`src/rtl/reg_bank.sv`:
```
// 32 x DATA_W register file for the multicycle MIPS datapath.
// It has two combinational read ports and one synchronous write port, with optional write-to-read forwarding.
module reg_bank #(
    parameter int                 DATA_W  = 32,
    parameter logic [DATA_W-1:0]  SP_INIT = DATA_W'(227),
    parameter int                 BYPASS  = 1
) (
    input  logic              clk,
    input  logic              reset,
    input  logic              RegWrite,
    input  logic [4:0]        ReadReg1,
    input  logic [4:0]        ReadReg2,
    input  logic [4:0]        WriteReg,
    input  logic [DATA_W-1:0] WriteData,
    output logic [DATA_W-1:0] ReadData1,
    output logic [DATA_W-1:0] ReadData2
);

    logic [DATA_W-1:0] regs_q [32];
    logic [DATA_W-1:0] regs_d [32];
    logic              write_en;
    logic [DATA_W-1:0] read_data1;
    logic [DATA_W-1:0] read_data2;

    // Writes to $0 are dropped, so regs_q[0] only ever holds its reset value of 0.
    assign write_en = RegWrite && (WriteReg != 5'd0);

    always_comb begin
        for (int i = 0; i < 32; i++) begin
            regs_d[i] = regs_q[i];
        end
        if (write_en) begin
            regs_d[WriteReg] = WriteData;
        end
    end

    always_ff @(posedge clk) begin
        if (reset) begin
            for (int i = 0; i < 32; i++) begin
                regs_q[i] <= (i == 29) ? SP_INIT : '0;
            end
        end else begin
            for (int i = 0; i < 32; i++) begin
                regs_q[i] <= regs_d[i];
            end
        end
    end

    // Forwarding is disabled while reset is asserted, because that write will never land.
    // $0 overrides everything else.
    always_comb begin
        read_data1 = regs_q[ReadReg1];
        if ((BYPASS != 0) && write_en && !reset && (WriteReg == ReadReg1)) begin
            read_data1 = WriteData;
        end
        if (ReadReg1 == 5'd0) begin
            read_data1 = '0;
        end
    end

    always_comb begin
        read_data2 = regs_q[ReadReg2];
        if ((BYPASS != 0) && write_en && !reset && (WriteReg == ReadReg2)) begin
            read_data2 = WriteData;
        end
        if (ReadReg2 == 5'd0) begin
            read_data2 = '0;
        end
    end

    assign ReadData1 = read_data1;
    assign ReadData2 = read_data2;

endmodule

```
`config.mk`:
```
export PLATFORM = sky130hd
export DESIGN_NAME = reg_bank
export DESIGN_NICKNAME = d
export VERILOG_FILES = /design/src/rtl/reg_bank.sv
export SDC_FILE = /design/constraint.sdc
export NUM_CORES = 2
export LEC_CHECK = 0
export CORE_ASPECT_RATIO = 0.5
export CORE_MARGIN = 2
export CORE_UTILIZATION = 57
export DETAILED_ROUTE_END_ITERATION = 8
export PLACE_DENSITY = 0.87
export SLEW_MARGIN = 20
export SYNTH_ARGS = -nofsm -noshare
export SYNTH_HDL_FRONTEND = slang
export SYNTH_SLANG_ARGS = --single-unit
```
`constraint.sdc`:
```
create_clock -name clk -period 2.6 [get_ports clk]
set_input_delay 0.52 -clock clk [delete_from_list [all_inputs] [get_ports clk]]
set_output_delay 0.52 -clock clk [all_outputs]
set_load 0.02 [all_outputs]
```
==> Flow_metrics.wiki, run 1 <==
{| class="wikitable"
! Metric !! Value
|-
| Boundary pin count || 114
|-
| Total overflow reported by the global router || 59
|-
| Last weighted congestion value of the routability-driven placer || 1.09
|-
| Fraction of post-synthesis cell area in the top cell type by area || 39.1%
|-
| Run Error || [ERROR GRT-0232] Routing congestion too high. Check the congestion heatmap in the GUI.
|-
| YS warnings || 0
|-
| Core Rows || 78
|-
| Run status || stopped before the end
|-
| Leading post-synthesis cells by instance count || 2037 x sky130_fd_sc_hd__nand2_1, 1024 x sky130_fd_sc_hd__dfxtp_1, 990 x sky130_fd_sc_hd__a21oi_1, 491 x sky130_fd_sc_hd__clkbuf_1, 358 x sky130_fd_sc_hd__mux4_2
|-
| Max Buffers Root-to-Sink || 3
|-
| Synthesized flop and latch total || 1024
|-
| Number of antenna violations at the first check in global routing || 45
|-
| Synth Net Count || 6187
|-
| Total standard cell area after synthesis || 0.0525 mm2
|-
| Worst EP Category || top-level output
|-
| FFs w/ async S/R, synth || 0%
|-
| CTS Buf Count || 90
|-
| Number of buffer cells added on primary ports || 113
|-
| Root buffer selected by CTS || sky130_fd_sc_hd__clkbuf_16
|-
| Number of clock sinks seen by CTS || 1024
|-
| Most common cell in the synthesized netlist || sky130_fd_sc_hd__nand2_1
|-
| Top_reg_cell synth || sky130_fd_sc_hd__dfxtp_1
|-
| Synth area leader || sky130_fd_sc_hd__dfxtp_1
|-
| Count of H-tree levels built during CTS || 3
|-
| Total track usage || 77.6%
|-
| Worst EP post-GRT repair || ReadData1[14]
|-
| Number of instances in the synthesized netlist || 6137
|-
| Count of cell types in the netlist || 50
|-
| HPWL after detailed placement || 143000 um
|-
| Cell types with the largest area share after synthesis || sky130_fd_sc_hd__dfxtp_1 39%, sky130_fd_sc_hd__mux4_2 15%, sky130_fd_sc_hd__nand2_1 15%
|-
| Chip height || 219 um
|-
| CTS Hold Bufs || 0
|-
| Last stage reached || global routing (5_1_grt)
|-
| Post-Synthesis Mean Instance Area || 8.55 um2
|-
| Starting density of the core || 57.7%
|-
| Largest net degree at the start of global routing || 259
|-
| Number of enable flip-flop cells after synthesis || 0
|-
| Fraction of the yosys area taken by sequential cells || 39.1%
|-
| Die outline width || 433 um
|}
-- routing by layer --
layer  GRT overflow  GRT usage, %
met5              5          65.6
met4             13          70.5
met3             19          75.4
met2             13          87.6
met1              9          74.4
-- cells by family after synthesis --
| kind of cell | count (synthesis) | share of synthesized area [%] |
|---|---|---|
| AND/OR/NAND/NOR | 2319 | 17.3 |
| buffers and inverters | 667 | 5.63 |
| flip-flops | 1024 | 39.1 |
| multiplexers | 681 | 21.5 |
| AO/OA/AOI/OAI | 1436 | 16.2 |
| XOR/XNOR | 10 | 0.167 |
-- repair_timing --
item                                    CTS
gates cloned                             29
endpoints found under the setup margin   64
endpoints found under the hold margin     0
pin swaps                               196
buffers inserted                        144
gates resized for setup                 916
-- metrics by stage --
step                setup slack [ns]  utilization [%]  cells  area [um2]  hold slack [ns]
floorplan                     -0.148                -   6137       53000            0.443
global placement               -1.48             66.1   7546       60100            0.448
detailed placement             -1.52             66.1   7546       60100            0.459
CTS                           -0.497             74.0   7835       67300            0.220
==> run 2, diff against run 1 <==
--- a/config.mk
+++ b/config.mk
@@ -5,11 +5,10 @@
 export SDC_FILE = /design/constraint.sdc
 export NUM_CORES = 2
 export LEC_CHECK = 0
-export CORE_ASPECT_RATIO = 0.5
 export CORE_MARGIN = 2
-export CORE_UTILIZATION = 57
+export CORE_UTILIZATION = 40
 export DETAILED_ROUTE_END_ITERATION = 8
-export PLACE_DENSITY = 0.87
+export PLACE_DENSITY_LB_ADDON = 0.15
 export SLEW_MARGIN = 20
 export SYNTH_ARGS = -nofsm -noshare
 export SYNTH_HDL_FRONTEND = slang
==> constraint.sdc (replaced) <==
create_clock -name clk -period 3.4 [get_ports clk]
set_input_delay 0.68 -clock clk [delete_from_list [all_inputs] [get_ports clk]]
set_output_delay 0.68 -clock clk [all_outputs]
set_load 0.02 [all_outputs]
==> Flow_metrics.wiki, run 2 <==
{| class="wikitable"
! Metric !! Value
|-
| Most common cell after layout, fill and taps aside || sky130_fd_sc_hd__nand2_1
|-
| CTS Buf Count || 113 (+26%)
|-
| Number of enable flip-flop cells after synthesis || 0 (unchanged)
|-
| Total overflow reported by the global router || 0
|-
| Commonest cells after routing, fill and taps aside || 2000 x sky130_fd_sc_hd__nand2_1, 1023 x sky130_fd_sc_hd__dfxtp_1, 990 x sky130_fd_sc_hd__a21oi_1
|-
| Logic gate share of total power || 14.2%
|-
| Synthesis-to-layout area growth || 28.6%
|-
| Failing checks || negative setup slack
|-
| Fraction of power consumed by the clock network || 44.2%
|-
| Setup clock skew after layout || 0 ns
|-
| Final period utilization || 104%
|-
| Switching share of power || 26.9%
|-
| Synth area leader || sky130_fd_sc_hd__dfxtp_1
|-
| Total length of routed wires || 231000 um
|-
| Total number of nets in the final design || 6497
|-
| Cell Int Power || 0.0213 W
|-
| Type of destination of the critical path || primary output
|-
| Fraction of post-synthesis cell area in the top cell type by area || 39.1% (unchanged)
|-
| Largest net degree at the start of global routing || 226
|-
| Final instance count without filler cells || 8279
|-
| YS warnings || 0 (unchanged)
|-
| Final Critical Period || 3.53 ns
|-
| Number of detailed-routing iterations run before antenna repair || 6
|-
| Hold Path Stages || 4
|-
| Largest register FFs || 1024
|-
| Count of H-tree levels built during CTS || 3 (unchanged)
|-
| Fin area || 0.0675 mm2
|-
| Worst ir drop on vdd || 0.437 mV
|-
| TritonCTS clock tree || done
|-
| Critical R2R Launch || regs_q[2][11]
|-
| Net Switching || 0.00785 W
|-
| Boundary pin count || 114 (unchanged)
|-
| Via count of the first global-routing pass || 47.9k
|-
| Areal power density over the cells || 433 mW/mm2
|-
| Number of remaining DRC errors || 0
|-
| Number of clock sinks seen by CTS || 1024 (unchanged)
|-
| Worst hold-check path type || in -> reg
|-
| Total power || 0.0292 W
|-
| Synth Net Count || 6187 (unchanged)
|-
| Post-Synthesis Mean Instance Area || 8.55 um2 (unchanged)
|-
| Unrepaired setup endpoints after global routing || yes
|-
| Number of buffer cells added on primary ports || 113 (unchanged)
|-
| Cells on worst reg2reg path || 2
|-
| Clock-pin slew on the worst setup and hold paths || 0.06 ns
|-
| Last weighted congestion value of the routability-driven placer || 0.912 (-16%)
|-
| Number of hold violations in the final report || 0
|-
| Number of instances in the synthesized netlist || 6137 (unchanged)
|-
| Number of antenna-violating nets in the routed design || 0
|-
| Count of cell types in the netlist || 50 (unchanged)
|-
| Final standard cell utilization of the core || 52.0%
|-
| Vias per cell || 6.10
|-
| HPWL after detailed placement || 143000 um (about the same)
|-
| Max-slew violations || 0
|-
| Chip height || 366 um (+68%)
|-
| Data required time at the worst endpoint || 2.72 ns
|-
| Critical R2R Capture || regs_q[2][11]
|-
| Max Buffers Root-to-Sink || 3 (unchanged)
|-
| First-pass GRT wire length || 333000 um
|-
| Max-cap check violation count || 0
|-
| Number of antenna violations at the first check in global routing || 6
|-
| Run status || complete, but fails checks
|-
| Worst slew slack as a fraction of its limit || 11.0%
|-
| Cell types with the largest area share after synthesis || sky130_fd_sc_hd__dfxtp_1 39%, sky130_fd_sc_hd__mux4_2 15%, sky130_fd_sc_hd__nand2_1 15%
|-
| Worst slew pin tran || 1.33 ns
|-
| Crit path max fanout || 11
|-
| Total leakage power || 23.5 nW
|-
| Setup-violating endpoint count in the final report || 35
|-
| Leading post-synthesis cells by instance count || 2037 x sky130_fd_sc_hd__nand2_1, 1024 x sky130_fd_sc_hd__dfxtp_1, 990 x sky130_fd_sc_hd__a21oi_1, 491 x sky130_fd_sc_hd__clkbuf_1, 358 x sky130_fd_sc_hd__mux4_2
|-
| FF-to-FF setup slack || 2.69 ns
|-
| Starting density of the core || 40.4% (-17 points)
|-
| Placed Area || 0.0593 mm2 (-1.3%)
|-
| Most common cell in the synthesized netlist || sky130_fd_sc_hd__nand2_1
|-
| Die outline area || 0.134 mm2
|-
| CTS Hold Bufs || 0 (unchanged)
|-
| Dpl cells || 7912 (+4.9%)
|-
| Setup TNS || -1.81 ns
|-
| Worst min-delay path startpoint || reset
|-
| Worst hold path endpoint || regs_q[29][6]
|-
| Root buffer selected by CTS || sky130_fd_sc_hd__clkbuf_16
|-
| CP arrival || 2.85 ns
|-
| Routed vias || 50.5k
|-
| ANT cells || 0
|-
| Die outline width || 366 um (-15%)
|-
| Register with the most flip-flops || regs_q
|-
| Top_reg_cell synth || sky130_fd_sc_hd__dfxtp_1
|-
| Core Area || 0.130 mm2
|-
| Total standard cell area after synthesis || 0.0525 mm2 (unchanged)
|-
| FFs w/ async S/R, synth || 0% (unchanged)
|-
| Post-DR wirelength/cell || 28.0 um
|-
| Flop pwr share || 41.6%
|-
| Iter 0 DRT Violations || 6635
|-
| Core Rows || 132 (+69%)
|-
| Largest regs || regs_q x1024
|-
| Maximum clock frequency || 0.283 GHz
|-
| Total track usage || 33.2%
|-
| Synthesized flop and latch total || 1024 (unchanged)
|-
| Type of origin of the critical path || input pin
|-
| Kind of critical path || in -> out
|-
| Fraction of the yosys area taken by sequential cells || 39.1% (unchanged)
|-
| Worst path setup slack after routing || -0.130 ns
|-
| Share of layout cells above drive strength 1 || 25.5%
|-
| Clock network latency to the later pin of the worst-skew pair || 0.73 ns
|}
-- run 2: cell counts after synthesis --
Identical to the previous run, type by type.
-- run 2: worst max-delay path, cell delays in order --
cell and delay (ns):
sky130_fd_sc_hd__buf_8 0.14, sky130_fd_sc_hd__buf_12 0.17, sky130_fd_sc_hd__nor3b_2 0.19, sky130_fd_sc_hd__buf_4 0.19, sky130_fd_sc_hd__buf_4 0.19, sky130_fd_sc_hd__a221oi_1 0.27
sky130_fd_sc_hd__o211ai_1 0.19, sky130_fd_sc_hd__o21a_1 0.19, sky130_fd_sc_hd__a221oi_4 0.41, sky130_fd_sc_hd__buf_6 0.18
-- run 2: layout make-up --
| class | count | area (um2) |
|---|---|---|
| Multi-Input combinational cell | 4446 | 30900 |
| Tap cell | 1742 | 2180 |
| Clock buffer | 173 | 3410 |
| Clock inverter | 32 | 409 |
| Sequential cell | 1024 | 20500 |
| Fill cell | 11892 | 62400 |
| Timing Repair Buffer | 859 | 10000 |
| Inverter | 3 | 11.3 |
-- run 2: metal layers --
layer / vias to the layer above / GRT usage (%) / part of all wire (%)
li1: 22143 / - / -
met1: 25061 / 44.0 / 40
met2: 2717 / 51.3 / 44
met3: 580 / 7.42 / 10
met4: 8 / 15.8 / 5.3
met5: - / 0 / 0.019
-- run 2: kinds of logic after synthesis --
logic type | share of synthesized area, %
DFF | 39.1
xor gates and xnor gates | 0.167
buffers and inverters | 5.63
muxes | 21.5
and+or+nand+nor | 17.3
AOI/OAI and AO/OA | 16.2
-- run 2: how the worst max path moves through the flow --
stage,cells past startpoint,from,end
6_report,10,ReadReg1[1],ReadData1[28]
5_1_grt,11,ReadReg1[0],ReadData1[28]
4_1_cts,12,ReadReg2[0],ReadData2[3]
3_5_place_dp,10,ReadReg2[4],ReadData2[2]
3_3_place_gp,10,ReadReg2[4],ReadData2[2]
2_1_floorplan,9,ReadReg1[0],ReadData1[3]
-- run 2: per-stage QoR --
step | hold slack [ns] | setup slack (ns)
CTS | 0.365 | -0.175
finish | 0.419 | -0.130
floorplan | 0.443 | 0.216
global route | 0.409 | -0.154
detailed placement | 0.457 | -0.910
global placement | 0.449 | -0.919
-- run 2: power by group through the flow --
| stage | sequential (W) | clock [W] | combinational [W] |
|---|---|---|---|
| final | 0.0121 | 0.0129 | 0.00415 |
| after global routing | 0.0122 | 0.0135 | 0.00425 |
| after CTS | 0.0121 | 0.0130 | 0.00388 |
| after detailed placement | 0.0124 | 0 | 0.00345 |
| after global placement | 0.0124 | 0 | 0.00345 |
| after floorplan | 0.0124 | 0 | 0.00176 |
-- run 2: repair_timing --
item                                    in CTS  in global routing
gates cloned                                18                  5
endpoints found under the setup margin      64                 61
buffers inserted                           117                 78
gates resized for setup                    541                246
pin swaps                                   82                128
No activity file was read; power rests on OpenSTA's default activity.
